===== config.mk =====
export PLATFORM = sky130hd
export DESIGN_NAME = ula_multiciclo
export DESIGN_NICKNAME = d
export VERILOG_FILES = /design/src/rtl/ula_multiciclo.sv
export SDC_FILE = /design/constraint.sdc
export NUM_CORES = 1
export LEC_CHECK = 0
export BUFFER_PORTS_ARGS = -buffer_cell sky130_fd_sc_hd__clkbuf_2
export CORE_UTILIZATION = 33
export CTS_BUF_LIST = sky130_fd_sc_hd__clkbuf_16
export CTS_CLUSTER_DIAMETER = 150
export DETAILED_ROUTE_END_ITERATION = 6
export MAX_ROUTING_LAYER = met4
export PLACE_DENSITY = 0.55
export SLEW_MARGIN = 30
export SYNTH_ARGS = -nofsm -noshare
export SYNTH_HDL_FRONTEND = slang
export SYNTH_SLANG_ARGS = --single-unit

===== constraint.sdc =====
create_clock -name clk -period 10.3 [get_ports clk]
set_input_delay 0 -clock clk [delete_from_list [all_inputs] [get_ports clk]]
set_output_delay 0 -clock clk [all_outputs]
set_load 0.1 [all_outputs]

===== src/rtl/ula_multiciclo.sv =====
// ula_multiciclo: multi-cycle ALU with start/done handshake, shift-add MUL and restoring DIV/REM
module ula_multiciclo #(
  parameter int WIDTH = 32
) (
  input  logic             clk,
  input  logic             rst,
  input  logic             start,
  input  logic [2:0]       ULAOp,
  input  logic [WIDTH-1:0] operand_A,
  input  logic [WIDTH-1:0] operand_B,
  output logic [WIDTH-1:0] result,
  output logic [3:0]       flags,
  output logic             busy,
  output logic             done,
  output logic             div_zero
);
  localparam int CW = $clog2(WIDTH);
  localparam logic [0:0] IDLE = 1'b0;
  localparam logic [0:0] CALC = 1'b1;
  localparam logic [2:0] OP_ADD = 3'd0, OP_SUB = 3'd1, OP_MUL = 3'd2, OP_DIV = 3'd3;
  localparam logic [2:0] OP_AND = 3'd4, OP_OR = 3'd5, OP_NOT = 3'd6, OP_REM = 3'd7;

  logic [0:0]         r_state;
  logic [2:0]         r_op;
  logic [CW-1:0]      r_cnt;
  logic [WIDTH-1:0]   r_opnd;
  logic [2*WIDTH-1:0] r_acc;
  logic [WIDTH-1:0]   r_rem;
  logic [WIDTH-1:0]   r_quo;
  logic [WIDTH-1:0]   r_result;
  logic [3:0]         r_flags;
  logic               r_done;
  logic               r_div_zero;

  logic               w_calc, w_dz, w_iter, w_ge, w_c, w_v;
  logic [2:0]         w_op;
  logic [WIDTH:0]     w_sum, w_diff, w_msum, w_rsh;
  logic [2*WIDTH-1:0] w_acc_nx;
  logic [WIDTH-1:0]   w_rem_nx, w_quo_nx, w_res;
  logic [3:0]         w_flags;

  // In CALC the datapath evaluates one iteration of the latched op; in IDLE it evaluates the live request
  always_comb begin
    w_calc   = r_state == CALC;
    w_op     = w_calc ? r_op : ULAOp;
    w_dz     = !w_calc && (ULAOp == OP_DIV || ULAOp == OP_REM) && operand_B == '0;
    w_iter   = (ULAOp == OP_MUL || ULAOp == OP_DIV || ULAOp == OP_REM) && !w_dz;
    w_sum    = {1'b0, operand_A} + {1'b0, operand_B};
    w_diff   = {1'b0, operand_A} - {1'b0, operand_B};
    w_msum   = {1'b0, r_acc[2*WIDTH-1:WIDTH]} + {1'b0, r_opnd};
    w_acc_nx = r_acc[0] ? {w_msum, r_acc[WIDTH-1:1]} : {1'b0, r_acc[2*WIDTH-1:1]};
    w_rsh    = {r_rem, r_quo[WIDTH-1]};
    w_ge     = w_rsh >= {1'b0, r_opnd};
    w_rem_nx = w_ge ? WIDTH'(w_rsh - {1'b0, r_opnd}) : w_rsh[WIDTH-1:0];
    w_quo_nx = {r_quo[WIDTH-2:0], w_ge};
    w_res    = '0;
    w_c      = 1'b0;
    w_v      = 1'b0;
    case (w_op)
      OP_ADD: begin
        w_res = w_sum[WIDTH-1:0];
        w_c   = w_sum[WIDTH];
        w_v   = (operand_A[WIDTH-1] == operand_B[WIDTH-1]) && (w_sum[WIDTH-1] != operand_A[WIDTH-1]);
      end
      OP_SUB: begin
        w_res = w_diff[WIDTH-1:0];
        w_c   = ~w_diff[WIDTH];
        w_v   = (operand_A[WIDTH-1] != operand_B[WIDTH-1]) && (w_diff[WIDTH-1] != operand_A[WIDTH-1]);
      end
      OP_MUL: begin
        w_res = w_acc_nx[WIDTH-1:0];
        w_c   = |w_acc_nx[2*WIDTH-1:WIDTH];
      end
      OP_DIV:  w_res = w_dz ? '1 : w_quo_nx;
      OP_AND:  w_res = operand_A & operand_B;
      OP_OR:   w_res = operand_A | operand_B;
      OP_NOT:  w_res = ~operand_A;
      default: w_res = w_dz ? operand_A : w_rem_nx;
    endcase
    w_flags = {w_v, w_c, w_res[WIDTH-1], w_res == '0};
  end

  always_ff @(posedge clk or posedge rst) begin
    if (rst) begin
      r_state    <= IDLE;
      r_op       <= '0;
      r_cnt      <= '0;
      r_opnd     <= '0;
      r_acc      <= '0;
      r_rem      <= '0;
      r_quo      <= '0;
      r_result   <= '0;
      r_flags    <= '0;
      r_done     <= 1'b0;
      r_div_zero <= 1'b0;
    end else begin
      r_done <= 1'b0;
      if (!w_calc && start && !w_iter) begin
        r_result   <= w_res;
        r_flags    <= w_flags;
        r_div_zero <= w_dz;
        r_done     <= 1'b1;
      end else if (!w_calc && start) begin
        r_state <= CALC;
        r_op    <= ULAOp;
        r_cnt   <= '0;
        r_opnd  <= ULAOp == OP_MUL ? operand_A : operand_B;
        r_acc   <= {{WIDTH{1'b0}}, operand_B};
        r_rem   <= '0;
        r_quo   <= operand_A;
      end else if (w_calc) begin
        r_acc <= w_acc_nx;
        r_rem <= w_rem_nx;
        r_quo <= w_quo_nx;
        r_cnt <= r_cnt + 1'b1;
        if (r_cnt == CW'(WIDTH - 1)) begin
          r_state    <= IDLE;
          r_result   <= w_res;
          r_flags    <= w_flags;
          r_div_zero <= 1'b0;
          r_done     <= 1'b1;
        end
      end
    end
  end

  assign result   = r_result;
  assign flags    = r_flags;
  assign busy     = r_state == CALC;
  assign done     = r_done;
  assign div_zero = r_div_zero;
endmodule

==> results of run 1 <==
-- cells in the mapped netlist (29+ instances only) --
master,count
inv_1,138
o211ai_1,35
a211oi_1,60
nor3_1,38
ha_1,162
nand2_1,308
a21oi_1,316
clkbuf_1,131
xnor2_1,50
dfrtp_1,206
nand3_1,47
nand4_1,31
o22ai_1,29
o21ai_0,229
nor2_1,289
-- worst min-delay path, cell delays in order --
cell and delay, ns:
clkbuf_2 0.11, inv_1 0.12, nor2_1 0.12, a21oi_1 0.05, o21ai_0 0.16
-- where the power goes --
group / internal [W] / switching [W] / total [W]
Sequential: 0.00121 / 0.000380 / 0.00159
Combinational: 0.00188 / 0.00386 / 0.00574
Clock: 0.000578 / 0.000406 / 0.000983
-- layer usage --
layer / up-vias / share of wire, % / track usage (%)
li1: 9553 / - / -
met1: 9887 / 45 / 38.2
met2: 863 / 44 / 43.0
met3: 180 / 6.9 / 3.16
met4: 0 / 4.4 / 11.3
met5: - / 0 / -
-- final cells by class --
type / count / area [um^2] / share of cell area [%]
diodes: 4 / 10.0 / 0.0454
clock buffers: 29 / 726 / 3.29
clock inverters: 21 / 174 / 0.789
inverters: 143 / 544 / 2.47
multi-input cells: 2093 / 13100 / 59.6
flip-flops and latches: 206 / 5160 / 23.4
well taps: 765 / 957 / 4.34
repair buffers: 192 / 1340 / 6.09
-- metrics by stage --
stage / utilization (%) / total power (W) / setup slack, ns / std cells
after global placement: 35.3 / 0.00714 / 5.47 / 3346
final: 37.9 / 0.00832 / 5.40 / 3453
after floorplan: - / 0.00557 / 4.68 / 2615
after global routing: 37.9 / 0.00886 / 5.12 / 3453
after CTS: 37.8 / 0.00822 / 5.00 / 3448
after detailed placement: 35.4 / 0.00718 / 5.49 / 3347
-- registers in the layout, summed over array words and instances (netlist names) --
| name | cells |
|---|---|
| r_cnt | 5 |
| r_rem | 32 |
| div_zero | 1 |
| done | 1 |
| r_op | 3 |
| flags | 4 |
| r_opnd | 32 |
| result | 31 |
| busy | 1 |
| r_acc | 64 |
| r_quo | 32 |
-- layout by cell type, fill, tap and decap left out, drive strengths merged, types with 28 or more instances in the layout --
cell type,count
a21o,29
nand4,31
a211oi,61
xor2,28
nor2,291
o211ai,35
nor3,39
buf,33
nand2,309
dlygate4sd3,51
o22ai,29
o21ai,234
clkbuf,137
a21oi,317
nand3,47
dfrtp,206
ha,162
inv,143
xnor2,50
-- worst paths after layout --
| check | startpoint | to | slack [ns] |
|---|---|---|---|
| max | r_opnd[1]$_DFFE_PP0P_ | flags[0]$_DFFE_PP0P_ | 5.40 |
| min | operand_B[22] | r_acc[22]$_DFFE_PP0P_ | 0.02 |
| max reg2reg | r_opnd[1]$_DFFE_PP0P_ | flags[0]$_DFFE_PP0P_ | 5.40 |
| min reg2reg | result[26]$_DFFE_PP0P_ | result[26]$_DFFE_PP0P_ | 0.49 |
| max in group asynchronous | rst | r_quo[24]$_DFFE_PP0P_ | 8.91 |
| min in group asynchronous | rst | r_acc[36]$_DFFE_PP0P_ | 0.08 |
-- logic make-up (layout without fill, tap and decap cells) --
logic type | Yosys count | after routing | synth area share [%]
AO/OA/AOI/OAI | 947 | 947 | 30.3
XOR/XNOR | 78 | 78 | 3.49
adder cells (fa/ha/maj) | 166 | 166 | 10.8
buffers and inverters | 316 | 385 | 6.87
flip-flops | 206 | 206 | 26.4
multiplexers | 40 | 40 | 2.20
other | 0 | 4 | 0
AND/OR/NAND/NOR | 862 | 862 | 20.0
==> impl_metrics.tcl, run 1 <==
set metrics [dict create \
    status "complete, no violations" \
    cts_resized 0 \
    overflow 0 \
    dieArea_um2 60200 \
    end_kind "flop" \
    gp_congestion 0.987 \
    ys_async_sr_fraction_pct 100 \
    fmax_ghz 0.204 \
    finalSetupViolCount 0 \
    synth.largest_area_cell "dfrtp_1" \
    synth.avg_cell_area_um2 7.48 \
    h-tree-depth 1 \
    post-route-drc-count 0 \
    final_net_count 2900 \
    yosysUniqueCellTypes 104 \
    row_count 88 \
    stdcell_area_um2 22000 \
    p_per_area_nw_per_um2 377 \
    critPathTopFamily "compound AO/OA/AOI/OAI gates" \
    track_usage_pct 28.3 \
    insertion_delay_ns 0.60 \
    vias 20483 \
    hpwl_mm 63.2 \
    grt_max_degree 99 \
    finalSetupTns_ns 0 \
    clkSlewWorstSetupHoldPaths_ns 0.06 \
    required_ns 10.82 \
    fp.coreArea_um2 58100 \
    vias_per_cell 5.93 \
    worstHoldPathCells 5 \
    port_buffers 108 \
    path_buf_inv 2 \
    fin_crit_ns 4.90 \
    rsz0062_at_grt "no" \
    ff2ff_path_depth 15 \
    clock-sinks 206 \
    critPathArrivalTime_ns 5.42 \
    finClkSkew_ns 0.0287 \
    min_path_type "primary input to flop" \
    wl_per_cell_um 24.4 \
    start_kind "flop" \
    grt_pass1_vias 19600 \
    leakage_nw 9.65 \
    die_h_um 245 \
    synthTopCellsByArea "dfrtp_1 (26%), ha_1 (10%), a21oi_1 (8.1%)" \
    relSlewSlack_pct 31.8 \
    die_w_um 245 \
    cts_hold_buf 51 \
    cts_buffers 28 \
    yosysTopAreaCellShare_pct 26.4 \
    drv_cap 0 \
    syn_area_um2 19600 \
    drt-initial-drc-count 2365 \
    slew_violations 0 \
    clock_path_buffers 3 \
    timing.final.crit_share_pct 47.6 \
    syn_nets 2851 \
    cts_setup_buffers 0 \
    vdd_drop_max_mv 0.226 \
    critPathMaxStageDelay_ns 0.57 \
    synth-main-ff-cell "dfrtp_1" \
    ant_nets 0 \
    fill_cells 6158 \
    ys_ff_latch 206 \
    cp.depth 15 \
    path_max_fanout 22 \
    hold_viol 0 \
    yosysSeqAreaShare_pct 26.4 \
    ioPinCount 109 \
    synth_edf_count 0 \
    crit_slowest_cell "a2111oi_4" \
    place_area_um2 20600 \
    crit_chain "inv_1 -> ha_1 -> nor2b_1 -> o21bai_1 -> a211oi_1 -> o31ai_1 -> a2111oi_4 -> or2_1 -> buf_4 -> mux2i_1 -> o21ai_1 -> a211oi_2 -> nand4b_1 -> or4_1 -> o21ai_1" \
    worstSetupPathType "flop to flop" \
    ys.warnings.count 0 \
    cts_tree "built" \
    initial_core_util_pct 33.6 \
    area_growth_pct 12.7 \
    firstDrtPassIters 6 \
    fin_hold_ws_ns 0.0215 \
    antenna_found_initial 4 \
    wl_mm 84.2 \
    critPathMostFrequentCell "o21ai_1" \
    tightest_slew_ns 1.02 \
    netlist_instances 2615 \
    grt_pass1_wl_mm 125 \
    root_buffer "clkbuf_16" \
    drive_gt1_share_pct 8.98 \
]
No activity file was read; power rests on OpenSTA's default activity.
==> run 2: changes to the inputs <==
clock period = 5.12 ns   (was 10.3 ns; I/O delays follow)
==> impl_metrics.tcl, run 2 (same netlist as run 1, synthesis figures left out) <==
set metrics [dict create \
    final_net_count 2931 \
    fill_cells 6137 \
    finalSetupViolCount 0 \
    multi_input_area_um2 13100 \
    drive_gt1_share_pct 9.79 \
    layout_common_cells "a21oi_1 (316), nand2_1 (307), nor2_1 (285)" \
    clkSlewWorstSetupHoldPaths_ns 0.06 \
    largest_register "r_acc" \
    antenna_found_initial 1 \
    vdd_drop_max_mv 0.416 \
    grt_pass1_vias 19397 \
    cts_tree "built" \
    relSlewSlack_pct 31.1 \
    wl_per_cell_um 24.0 \
    ant_nets 0 \
    placedCellCount 3368 \
    rsz0062_at_grt "no" \
    fp.coreArea_um2 58100 \
    power.total_w 0.0170 \
    vias 20557 \
    row_count 88 \
    slew_violations 0 \
    vias_per_cell 5.90 \
    finalSetupTns_ns 0 \
    grt_max_degree 140 \
    timing.final.crit_share_pct 91.8 \
    clock_path_buffers 3 \
    path_max_fanout 17 \
    min_path_type "primary input to flop" \
    dieArea_um2 60200 \
    tightest_slew_ns 1.03 \
    gp_congestion 0.973 \
    finClkSkew_ns 0.0209 \
    fin_hold_ws_ns 0.0428 \
    area_growth_pct 14.4 \
    clock-sinks 206 \
    leakage_nw 9.81 \
    critPathArrivalTime_ns 5.18 \
    status "complete, no violations" \
    final_common_cell "a21oi_1" \
    initial_core_util_pct 33.6 \
    utilization_pct 38.5 \
    insertion_delay_ns 0.59 \
    hold_viol 0 \
    start_kind "flop" \
    p_per_area_nw_per_um2 759 \
    required_ns 5.59 \
    largest_reg_flops 64 \
    cts_buffers 29 \
    grt_pass1_wl_mm 125 \
    die_w_um 245 \
    drv_cap 0 \
    overflow 0 \
    worstSetupPathType "flop to flop" \
    post-route-drc-count 0 \
    end_kind "flop" \
    ioPinCount 109 \
    fin_cells 3483 \
    firstDrtPassIters 5 \
    track_usage_pct 28.1 \
    wl_mm 83.5 \
    hpwl_mm 63.3 \
    die_h_um 245 \
    drt-initial-drc-count 1990 \
    fin_crit_ns 4.70 \
    cts_setup_buffers 0 \
    h-tree-depth 1 \
    port_buffers 108 \
    root_buffer "clkbuf_16" \
    regArea_um2 5160 \
    fmax_ghz 0.213 \
]
-- run 2: final cells by class --
cell class | instances | share of cell area, %
sequential | 206 | 23.1
clock inverter | 24 | 1.24
antenna | 1 | 0.0112
multi-input combinational | 2093 | 58.7
timing repair buffer | 222 | 7.10
inverter | 143 | 2.42
tap | 765 | 4.28
clock buffer | 29 | 3.24
-- run 2: repair_timing --
item | 4_1_cts | 5_1_grt
endpoints found under the hold margin | 292 | 0
resized for setup | 0 | 0
hold buffers | 61 | 0
-- run 2: report_power, final --
group / switching [W] / internal, W
clock network: 0.000838 / 0.00133
logic: 0.00773 / 0.00387
registers: 0.000781 / 0.00243
-- run 2: worst paths after layout --
kind,slack [ns],start,endpoint,cells after the start
worst min register to register,0.48,result[18]$_DFFE_PP0P_,result[18]$_DFFE_PP0P_,2
min in group asynchronous,0.19,rst,r_opnd[1]$_DFFE_PP0P_,4
worst min-delay path,0.04,operand_B[12],r_acc[12]$_DFFE_PP0P_,5
worst max register to register,0.42,r_opnd[17]$_DFFE_PP0P_,flags[0]$_DFFE_PP0P_,15
max in group asynchronous,4.26,rst,busy$_DFFE_PP0N_,4
worst max-delay path,0.42,r_opnd[17]$_DFFE_PP0P_,flags[0]$_DFFE_PP0P_,15
-- run 2: per-layer routing --
metal,up-vias,routed length (um),GRT usage [%],part of all wire (%)
met5,-,0,-,0
li1,9615,-,-,-
met2,728,37500,43.5,45
met3,145,4930,3.40,5.9
met1,10069,37600,37.3,45
met4,0,3440,10.6,4.1
-- run 2: stage by stage --
| step | instance area, um^2 | setup slack [ns] |
|---|---|---|
| finish | 22400 | 0.418 |
| global route | 22400 | 0.173 |
| CTS | 22400 | 0.391 |
| detailed placement | 20800 | 0.425 |
| global placement | 20700 | 0.466 |
| floorplan | 19600 | 1.37 |
-- run 2: worst max-delay path, stage by stage, from the launching register on --
cell     delay (ns)
dfrtp_1        0.37
inv_1          0.08
ha_1           0.41
nand4_1        0.30
nor4_1         0.66
buf_4          0.21
a32oi_1        0.10
a21oi_1        0.16
or4_1          0.30
or2_1          0.34
buf_4          0.30
nor4_1         0.07
nor4_1         0.82
and4b_2        0.31
nand4_1        0.08
o21ai_1        0.07
